==> config.mk <==
export PLATFORM = sky130hd
export DESIGN_NAME = pipe_addsub
export DESIGN_NICKNAME = d
export VERILOG_FILES = /design/src/rtl/pipe_addsub.sv
export SDC_FILE = /design/constraint.sdc
export NUM_CORES = 1
export LEC_CHECK = 0
export ABC_AREA = 0
export CORE_ASPECT_RATIO = 1.2
export CORE_MARGIN = 1
export CORE_UTILIZATION = 49
export CTS_CLUSTER_DIAMETER = 30
export DETAILED_ROUTE_END_ITERATION = 12
export PLACE_DENSITY = 0.75
export SLEW_MARGIN = 20
export SYNTH_ARGS = -nofsm -noshare
export SYNTH_HDL_FRONTEND = slang
export SYNTH_SLANG_ARGS = --single-unit
==> constraint.sdc <==
create_clock -name Clock -period 1.7 [get_ports Clock]
set_input_delay 0.34 -clock Clock [delete_from_list [all_inputs] [get_ports Clock]]
set_output_delay 0.34 -clock Clock [all_outputs]
set_load 0.03 [all_outputs]
==> src/rtl/pipe_addsub.sv <==
// Pipelined ripple-carry adder: WIDTH bits split into CHUNK-bit slices, one slice per stage.
// Optional subtract mode (sub port) is built when PIPE_ADDSUB_SUB_EN is defined.
module pipe_addsub #(
    parameter int unsigned WIDTH = 16,
    parameter int unsigned CHUNK = 4
) (
    input  logic             Clock,
    input  logic             Resetn,
    input  logic             in_valid,
    output logic             in_ready,
    input  logic [WIDTH-1:0] A,
    input  logic [WIDTH-1:0] B,
    input  logic             Cin,
`ifdef PIPE_ADDSUB_SUB_EN
    input  logic             sub,
`endif
    output logic             out_valid,
    input  logic             out_ready,
    output logic [WIDTH-1:0] S,
    output logic             Cout,
    output logic             Overflow
);

    localparam int unsigned NS = WIDTH / CHUNK;
    localparam int unsigned CW = CHUNK + 1;

    // Stage chain: index k is the input of stage k, index k+1 its registered output.
    // m_c holds the operand-A word shifted right one chunk per stage, with finished
    // sum chunks entering at the top, so after NS stages it is the full aligned sum.
    logic [WIDTH-1:0] m_c [NS+1];
    logic [WIDTH-1:0] b_c [NS];
    logic             c_c [NS+1];
    logic             v_c [NS+1];

    logic             adv;
    logic [WIDTH-1:0] b_eff;
    logic             c_eff;

    // Subtraction is folded in as A + ~B + 1 before the first slice.
`ifdef PIPE_ADDSUB_SUB_EN
    assign b_eff = sub ? ~B : B;
    assign c_eff = sub | Cin;
`else
    assign b_eff = B;
    assign c_eff = Cin;
`endif

    assign adv       = out_ready | ~out_valid;
    assign in_ready  = adv;

    assign m_c[0] = A;
    assign b_c[0] = b_eff;
    assign c_c[0] = c_eff;
    assign v_c[0] = in_valid;

    for (genvar k = 0; k < NS; k++) begin : g_stage
        logic [CW-1:0]    ext;
        logic [WIDTH-1:0] m_q;
        logic             c_q;
        logic             v_q;

        assign ext = CW'(m_c[k][CHUNK-1:0]) + CW'(b_c[k][CHUNK-1:0]) + CW'(c_c[k]);

        always_ff @(posedge Clock or negedge Resetn) begin
            if (!Resetn) begin
                m_q <= '0;
                c_q <= 1'b0;
                v_q <= 1'b0;
            end else if (adv) begin
                m_q <= (m_c[k] >> CHUNK) | (WIDTH'(ext[CHUNK-1:0]) << (WIDTH - CHUNK));
                c_q <= ext[CHUNK];
                v_q <= v_c[k];
            end
        end

        assign m_c[k+1] = m_q;
        assign c_c[k+1] = c_q;
        assign v_c[k+1] = v_q;

        // Remaining B chunks ride along until their slice is reached.
        if (k < NS - 1) begin : g_skew
            logic [WIDTH-1:0] b_q;

            always_ff @(posedge Clock or negedge Resetn) begin
                if (!Resetn) begin
                    b_q <= '0;
                end else if (adv) begin
                    b_q <= b_c[k] >> CHUNK;
                end
            end

            assign b_c[k+1] = b_q;
        end

        // Carry into the MSB is recovered from the MSB sum bit and its operands.
        if (k == NS - 1) begin : g_flags
            logic ovf_q;

            always_ff @(posedge Clock or negedge Resetn) begin
                if (!Resetn) begin
                    ovf_q <= 1'b0;
                end else if (adv) begin
                    ovf_q <= (m_c[k][CHUNK-1] ^ b_c[k][CHUNK-1] ^ ext[CHUNK-1]) ^ ext[CHUNK];
                end
            end

            assign Overflow = ovf_q;
        end
    end

    assign S         = m_c[NS];
    assign Cout      = c_c[NS];
    assign out_valid = v_c[NS];

endmodule

==> results.cfg <==
[routing]
antenna_left = 0
dr.pass1.iters = 4
post_drt_wl_per_cell_um = 11.2
drt_iter0_drc = 198
drc = 0
drt_wl_total_um = 7140
viasPerCell = 4.70
vias = 2982

[setup_path]
cp_max_fo = 2
rr_endpoint = Overflow
critPathBufInv = 1
endpoint_kind = register
critPathMaxStageDelay_ns = 0.42
critPathTopFamily = adder cells
crit_type = reg -> reg
crit_arrival_ns = 1.91
crit_top_cell = fa_2
rr_startpoint = g_stage[2].m_q[0]
crit_slowest_cell = dfrtp_1
crit_chain = fa_2, inv_2, fa_2, nand2b_4, o2bb2ai_4, xnor2_2, o21ai_1
worstRegToRegCells = 7
setup.worst_path.start_class = register
cp.required_ns = 1.95
rrSetupSlack_ns = 0.04

[clocking]
cts_buffers = 9
insertion_delay_ns = 0.36
clk_pin_slew_ns = 0.09
clock_sink_count = 97
cts_tree = yes
cts_root_buffer = clkbuf_8
ctsHtreeMaxLevel = 3
cts_max_path_buffers = 2

[yosys]
synthTopCellsByArea = dfrtp_1, nand2_1, fa_1
synth-seq-cells = 97
synthesis.nets = 509
synth_top_area_cell = dfrtp_1
synth_area_sq_um = 4160
synthCells = 452
syn_avg_cell_area_sq_um = 9.20
ys_warn_count = 0
synth.distinct_cells = 23
yosysTopAreaCellShare_pct = 58.4
seq_area_frac_synth_pct = 58.4

[finish]
fillers = 718
diodes = 0
drive_above_1_share_pct = 10.2
synthToLayoutAreaGrowth_pct = 24.6
nNetsFinal = 573
final_cells = 635

[power_and_ir_drop]
pwr_density_cell_nw_per_um2 = 1740
totalPowerFinal_w = 0.00901
p_int_w = 0.00549
ir_drop_v = 0.000681
combPwrFrac_pct = 42.2
leakagePower_nw = 2.69
seq_power_share_pct = 43.0
p_sw_share_pct = 39.1
clkPwrFrac_pct = 14.8
switchingPower_w = 0.00352

[timing]
fmax_mhz = 602
finalSetupViolCount = 0
finalClockSkew_ns = 0.0127
tightest_slew_ns = 0.416
max_slew_margin_pct = 72.3
whs_ns = 0.450
post-route-period-util_pct = 97.7
period_minus_slack_ns = 1.66
rsz0062_at_grt = true
maxSlewViolCount = 0
finalHoldViolCount = 0

[global_route]
grt_usage_pct = 18.6
antenna_found_initial = 0
grt_pass1_vias = 2892
grt_pass1_wl_um = 12700
grt_max_degree = 50
grt.overflow.total = 0

[die]
coreArea_sq_um = 8150
die_area_sq_um = 8860
initial_core_util_pct = 51.0
dieHeight_um = 103
rows = 36
ios = 57
chipWidth_um = 86.1

[status]
status = complete, no violations

[place]
numPortBuffers = 56
dp_hpwl_um = 4990
routabilityCongestion = 0.757
placed_cells = 615

[flow_run]
maxCapViolations = 0

[hold_path]
min_path_type = in -> async
synthesized netlist by cell type:
master,count
nor2_1,14
dfrtp_1,97
fa_1,8
nand2b_1,2
ha_1,12
inv_1,14
a21oi_1,14
a21o_1,4
o2bb2ai_1,1
xnor2_1,2
clkbuf_1,2
inv_4,1
nand2_1,236
buf_6,1
buf_4,5
nor2b_1,4
o21ai_0,5
nor4b_1,1
buf_2,13
a21oi_2,1
o21ai_1,10
nor3_2,1
xor2_1,4
repair_timing:
item | 4_1_cts | 5_1_grt
pin swaps | 1 | 12
hold buffers | 1 | 0
endpoints found under the setup margin | 23 | 4
gates cloned | 0 | 0
resized for setup | 23 | 15
hold endpoints to repair | 29 | 0
setup buffers | 1 | 2
stage by stage:
step | setup WS (ns) | area (sq um) | TNS [ns] | utilization [%]
global placement | -0.414 | 4940 | -1.18 | 60.6
CTS | 0.00347 | 5110 | 0 | 62.7
floorplan | 0.0147 | 4160 | 0 | -
global route | -0.0410 | 5180 | -0.113 | 63.5
finish | 0.0399 | 5180 | 0 | 63.5
detailed placement | -0.448 | 4940 | -1.33 | 60.6
worst reg2reg max path: cells and delay by family, from the launching register on:
family	cells	cell delay, ns
simple gates	1	0.13
buf+inv	1	0.07
xor+xnor	1	0.12
flops	1	0.42
fa+ha+maj	2	0.62
compound gates	2	0.20
cell type report:
cell class	instances	area (sq um)	area share (%)
Clock buffer	11	131	2.54
Clock inverter	5	37.5	0.725
Inverter	15	58.8	1.14
Multi-Input combinational cell	319	1620	31.3
Sequential cell	97	2430	46.9
Tap cell	114	143	2.75
Timing Repair Buffer	74	762	14.7
power by group through the flow:
stage	combinational, W	clock [W]	sequential (W)
after floorplan	0.00215	0	0.00424
after global placement	0.00363	0	0.00388
after detailed placement	0.00378	0	0.00394
after CTS	0.00366	0.00136	0.00389
after global routing	0.00432	0.00148	0.00401
final	0.00381	0.00133	0.00387
kinds of logic after synthesis:
logic type,count (synthesis),synth area share [%]
flops,97,58.4
fa+ha+maj,20,7.46
simple gates,258,23.9
buf+inv,36,4.33
xor+xnor,6,1.26
compound gates,35,4.63
layout by cell type (no fill, tap or decap), types with 7 or more instances in the layout:
cell               n
nand2_1          236
dfrtp_1           97
clkdlybuf4s50_1   33
dlygate4sd2_1     19
nor2_1            14
a21oi_1           12
ha_1              12
buf_4             12
inv_1             11
o21ai_1           11
clkbuf_8           9
fa_2               7
buf_12             7
state kept, by name, summed over array words and instances, names as in the netlist:
name	count
Cout	1
out_valid	1
g_stage.v_q	3
g_stage.m_q	48
g_stage.g_skew.b_q	24
g_stage.c_q	3
S	16
Overflow	1
how the worst max path moves through the flow:
| stage | from | endpoint | slack, ns | cells past startpoint |
|---|---|---|---|---|
| 6_report | g_stage[2].m_q[0] | Overflow | 0.04 | 7 |
| 5_1_grt | g_stage[2].m_q[0] | Overflow | -0.04 | 7 |
| 4_1_cts | A[0] | g_stage[0].c_q | 0.003 | 7 |
| 3_5_place_dp | A[0] | g_stage[0].c_q | -0.45 | 7 |
| 3_3_place_gp | A[0] | g_stage[0].c_q | -0.41 | 7 |
| 2_1_floorplan | g_stage[1].m_q[0] | g_stage[2].c_q | 0.01 | 5 |
metal layers:
layer  vias to the layer above  GRT usage, %  part of all wire [%]
met5                         -             0                     0
met4                         0          9.36                   1.5
met3                         8          2.96                   3.8
met2                        59          31.6                    51
met1                      1398          23.2                    44
li1                       1517             -                     -
(Power assumes the default switching activity.)
==> variant 1: new RTL, config.mk and constraints unchanged <==
Put one more register stage on the output `Overflow`, without a reset. The value now appears one clock later. The other outputs are not delayed to match.
--- a/src/rtl/pipe_addsub.sv
+++ b/src/rtl/pipe_addsub.sv
@@ -24,4 +24,6 @@
     localparam int unsigned NS = WIDTH / CHUNK;
     localparam int unsigned CW = CHUNK + 1;
+
+    logic Overflow_d;
 
     // Stage chain: index k is the input of stage k, index k+1 its registered output.
@@ -105,5 +107,5 @@
             end
 
-            assign Overflow = ovf_q;
+            assign Overflow_d = ovf_q;
         end
     end
@@ -113,4 +115,8 @@
     assign out_valid = v_c[NS];
 
+    always_ff @(posedge Clock) begin
+        Overflow <= Overflow_d;
+    end
+
 endmodule
 
Check against the original RTL: not equivalent (Yosys sat finds a counterexample within 10 cycles, from zero or initial values and one cycle with Resetn low).
==> variant 1 against the unedited design <==
  * Design area shrank 0.34%
  * Utilization shrank 0.56 points
  * Worst setup slack lost 0.019 ns
  * Area after synthesis grew 0.39%
  * Maximum frequency shrank 1.2%
  * Total power grew 2.5%
  * Routed wire length grew 1.8%
  * Sequential cell count grew 1
  * Die area grew 0.39%
  * Largest power group unchanged
==> variant 1: results (changes against the unedited design) <==
Synth Instances=450 (was 452); Setup Skew=0.00687 ns (was 0.0127 ns); Placer Congestion=0.746 (was 0.757); met1 Usage GRT=21.5% (was 23.2%); FF+latch count=98 (was 97); met3 WL=228 um (was 268 um); multi-input gates=316 (was 319); Arr. time, crit path=1.93 ns (was 1.91 ns); Multi-input gate area=1590 um^2 (was 1620 um^2); buffering overhead=13.6% (was 14.7%); register area=2450 um^2 (was 2430 um^2); HPWL after DPL=4.99 mm (about the same); gr usage total=18.4% (was 18.6%); status=completed (unchanged); Clock buffer cells=12 (was 11); Area after DPL=4900 um^2 (was 4940 um^2); GRT met2 Usage=32.1% (was 31.6%); Via density=4.67 (was 4.70); vias in the first global route=2,926 (was 2,892); first-pass GRT wire length=12.4 mm (was 12.7 mm); initial DRC count=201 (was 198); ratio of cells with drive above 1 in the final layout=9.27% (was 10.2%); Synth top cells by count=nand2_1 (232), dfrtp_1 (97), inv_1 (14) (was nand2_1 (236), dfrtp_1 (97), a21oi_1 (14), inv_1 (14), nor2_1 (14)); GR Util met3=4.56% (was 2.96%); Syn Nets=507 (was 509); largest net degree at the start of global routing=41 (was 50); Layout clock area frac=4.24% (was 3.26%); area fraction of the dominant cell type after synthesis=58.2% (was 58.4%); Worst Max-Slew Pin Slew=0.350 ns (was 0.416 ns); final wirelength=7.27 mm (was 7.14 mm); synth top area cells=dfrtp_1 (58%), nand2_1 (21%), fa_1 (3.8%) (was dfrtp_1 (58%), nand2_1 (21%), fa_1 (3.9%)); via count=2,954 (was 2,982); Max IR drop VDD=712 uV (was 681 uV)
==> variant 1: worst paths after layout <==
check,start,to,slack (ns),cells past startpoint
setup / recovery,g_stage[2].m_q[0],Overflow_d,0.02,7
setup reg to reg,g_stage[2].m_q[0],Overflow_d,0.02,7
max in group asynchronous,Resetn,S[3],0.85,3
hold / removal,Resetn,g_stage[2].v_q,0.32,2
hold reg to reg,Overflow_d,Overflow,0.38,0
min in group Clock,Overflow_d,Overflow,0.38,0
==> variant 1: kinds of logic (layout without fill, tap and decap cells) <==
group | count (synthesis) | in the layout | synth area share (%)
AOI/OAI and AO/OA | 37 | 37 | 4.92
DFF | 98 | 98 | 58.6
buffers and inverters | 36 | 104 | 4.32
adders and majority gates | 20 | 20 | 7.43
and+or+nand+nor | 253 | 253 | 23.4
xor gates and xnor gates | 6 | 6 | 1.26
==> variant 1: timing repair <==
action	4_1_cts	5_1_grt
endpoints found under the hold margin	45	0
pin swaps	2	9
endpoints found under the setup margin	22	5
hold buffers	1	0
gates resized for setup	22	9
buffers inserted	1	1
==> variant 2: new RTL, config.mk and constraints unchanged <==
Made on the original files. `CHUNK`: 4 -> 8.
--- a/src/rtl/pipe_addsub.sv
+++ b/src/rtl/pipe_addsub.sv
@@ -3,5 +3,5 @@
 module pipe_addsub #(
     parameter int unsigned WIDTH = 16,
-    parameter int unsigned CHUNK = 4
+    parameter int unsigned CHUNK = 8
 ) (
     input  logic             Clock,
Check against the original RTL: not equivalent (a bounded check fails within 4 cycles, from zero or initial values and one cycle with Resetn low).
==> variant 2 against the unedited design <==
  * The run now ends with negative setup slack left
  * Critical path depth stayed put
  * Worst setup slack worse by 0.17 ns
  * Total power is 57% lower
  * Area after synthesis is 44% lower
  * Combinational power is 55% lower
  * Synthesized cell count is 45% lower
  * Design area is 35% lower
  * First-iteration DRC count is 66% lower
  * Sequential cell count is 52 lower
  * Non-clock buffer count is 13 higher
  * Routed wire length is 32% lower
  * Critical endpoint is now S[15]
==> variant 2: results (changes against the unedited design) <==
Synth top cells by count=nand2_1 (84), dfrtp_1 (45), a21oi_1 (14), ha_1 (14), nor2_1 (13) (was nand2_1 (236), dfrtp_1 (97), a21oi_1 (14), inv_1 (14), nor2_1 (14)); Distinct cells, synth=40 (was 23); HPWL after DPL=3.56 mm (was 4.99 mm); Syn Nets=305 (was 509); Setup Skew=0.00507 ns (was 0.0127 ns); H-Tree Depth=2 (was 3); Worst path max stage delay=0.42 ns (about the same); # nets final=389 (was 573); clk buf depth=2 (unchanged); sequential-to-total area share from yosys stat=48.1% (was 58.4%); Worst Max-Slew Pin Slew=0.524 ns (was 0.416 ns); Placer Congestion=0.847 (was 0.757); vias in the first global route=1,790 (was 2,892); ratio of cells with drive above 1 in the final layout=19.1% (was 10.2%); Via density=5.04 (was 4.70); failing checks=negative setup slack; largest net degree at the start of global routing=25 (was 50); worst setup margin=-0.129 ns (was 0.0399 ns); Leak=0.00168 uW (was 0.00269 uW); clock latency on the worst-skew pair=0.30 ns (was 0.36 ns); worst slack at placement=-0.632 ns (was -0.448 ns); status=complete, but fails checks (was completed); final wirelength=4.84 mm (was 7.14 mm); first-pass GRT wire length=8.06 mm (was 12.7 mm); 1st-pass router iterations=4 (unchanged); # setup viols final=6 (was 0); gr usage total=20.6% (was 18.6%); TritonCTS Buffers=5 (was 9); Worst path slowest cell=fa_2 (was dfrtp_1); initial DRC count=68 (was 198); fillers=357 (was 718); synth top area cells=dfrtp_1 (48%), nand2_1 (13%), ha_1 (7.5%) (was dfrtp_1 (58%), nand2_1 (21%), fa_1 (3.9%)); Arr. time, crit path=2.01 ns (was 1.91 ns); Crit path max-delay family=compound AO/OA/AOI/OAI gates (was adder cells)
-- variant 2: cell count changes after synthesis, sizes merged, moves of 3 or more --
cell,before,now
nand2,236,84
dfrtp,97,45
buf,19,6
inv,15,6
o21ai,15,10
fa,8,4
xnor2,2,6
a21oi,15,18
nor2b,4,1
nor3b,0,3
-- variant 2: cell families after synthesis --
group           after synthesis  share of synthesized area, %
buf+inv                      16                          2.89
xor+xnor                     10                          3.74
mux                           1                         0.428
simple gates                113                          20.3
fa+ha+maj                    18                          10.9
compound gates               47                          13.6
flops                        45                          48.1
-- variant 2: power breakdown --
| group | switching (uW) | total (uW) | internal (uW) |
|---|---|---|---|
| Clock | 375 | 664 | 288 |
| Sequential | 147 | 1480 | 1340 |
| Combinational | 924 | 1730 | 805 |
-- variant 2: cell type report --
type / instances / share of cell area, %
Inverter: 6 / 0.747
Tap cell: 58 / 2.17
Clock inverter: 3 / 0.673
Timing Repair Buffer: 87 / 24.3
Sequential cell: 45 / 33.6
Clock buffer: 5 / 2.06
Multi-Input combinational cell: 189 / 36.5
-- variant 2: metal layers --
layer / GRT usage (%) / part of all wire [%] / vias to the layer above
met5: 0 / 0 / -
met4: 7.17 / 1.1 / 0
met3: 3.53 / 3.5 / 4
met2: 32.7 / 50 / 37
met1: 28.3 / 46 / 928
li1: - / - / 1012
-- variant 2: worst paths after layout --
check / cells past startpoint / startpoint / slack, ns / to
worst max-delay path: 7 / g_stage[0].g_skew.b_q[0] / -0.13 / S[15]
worst min-delay path: 1 / Resetn / 0.003 / S[1]
worst max register to register: 7 / g_stage[0].g_skew.b_q[0] / -0.13 / S[15]
worst min register to register: 2 / S[3] / 0.47 / S[3]
max in group asynchronous: 2 / Resetn / 1.18 / g_stage[0].m_q[1]
min in group Clock: 4 / B[0] / 0.44 / g_stage[0].m_q[8]
-- variant 2: stage by stage --
| stage | instances | setup TNS [ns] | instance area [um^2] | total power, uW |
|---|---|---|---|---|
| after detailed placement | 380 | -4.05 | 3160 | 3190 |
| after floorplan | 250 | -0.186 | 2370 | 2490 |
| final | 393 | -0.449 | 3350 | 3880 |
| after CTS | 391 | -0.553 | 3290 | 3880 |
| after global placement | 380 | -3.69 | 3160 | 3160 |
| after global routing | 393 | -0.960 | 3350 | 4120 |
-- variant 2: what timing repair did --
item / 4_1_cts / 5_1_grt
setup buffers: 3 / 2
gates resized for setup: 18 / 20
pin swaps: 11 / 15
endpoints found under the setup margin: 12 / 22
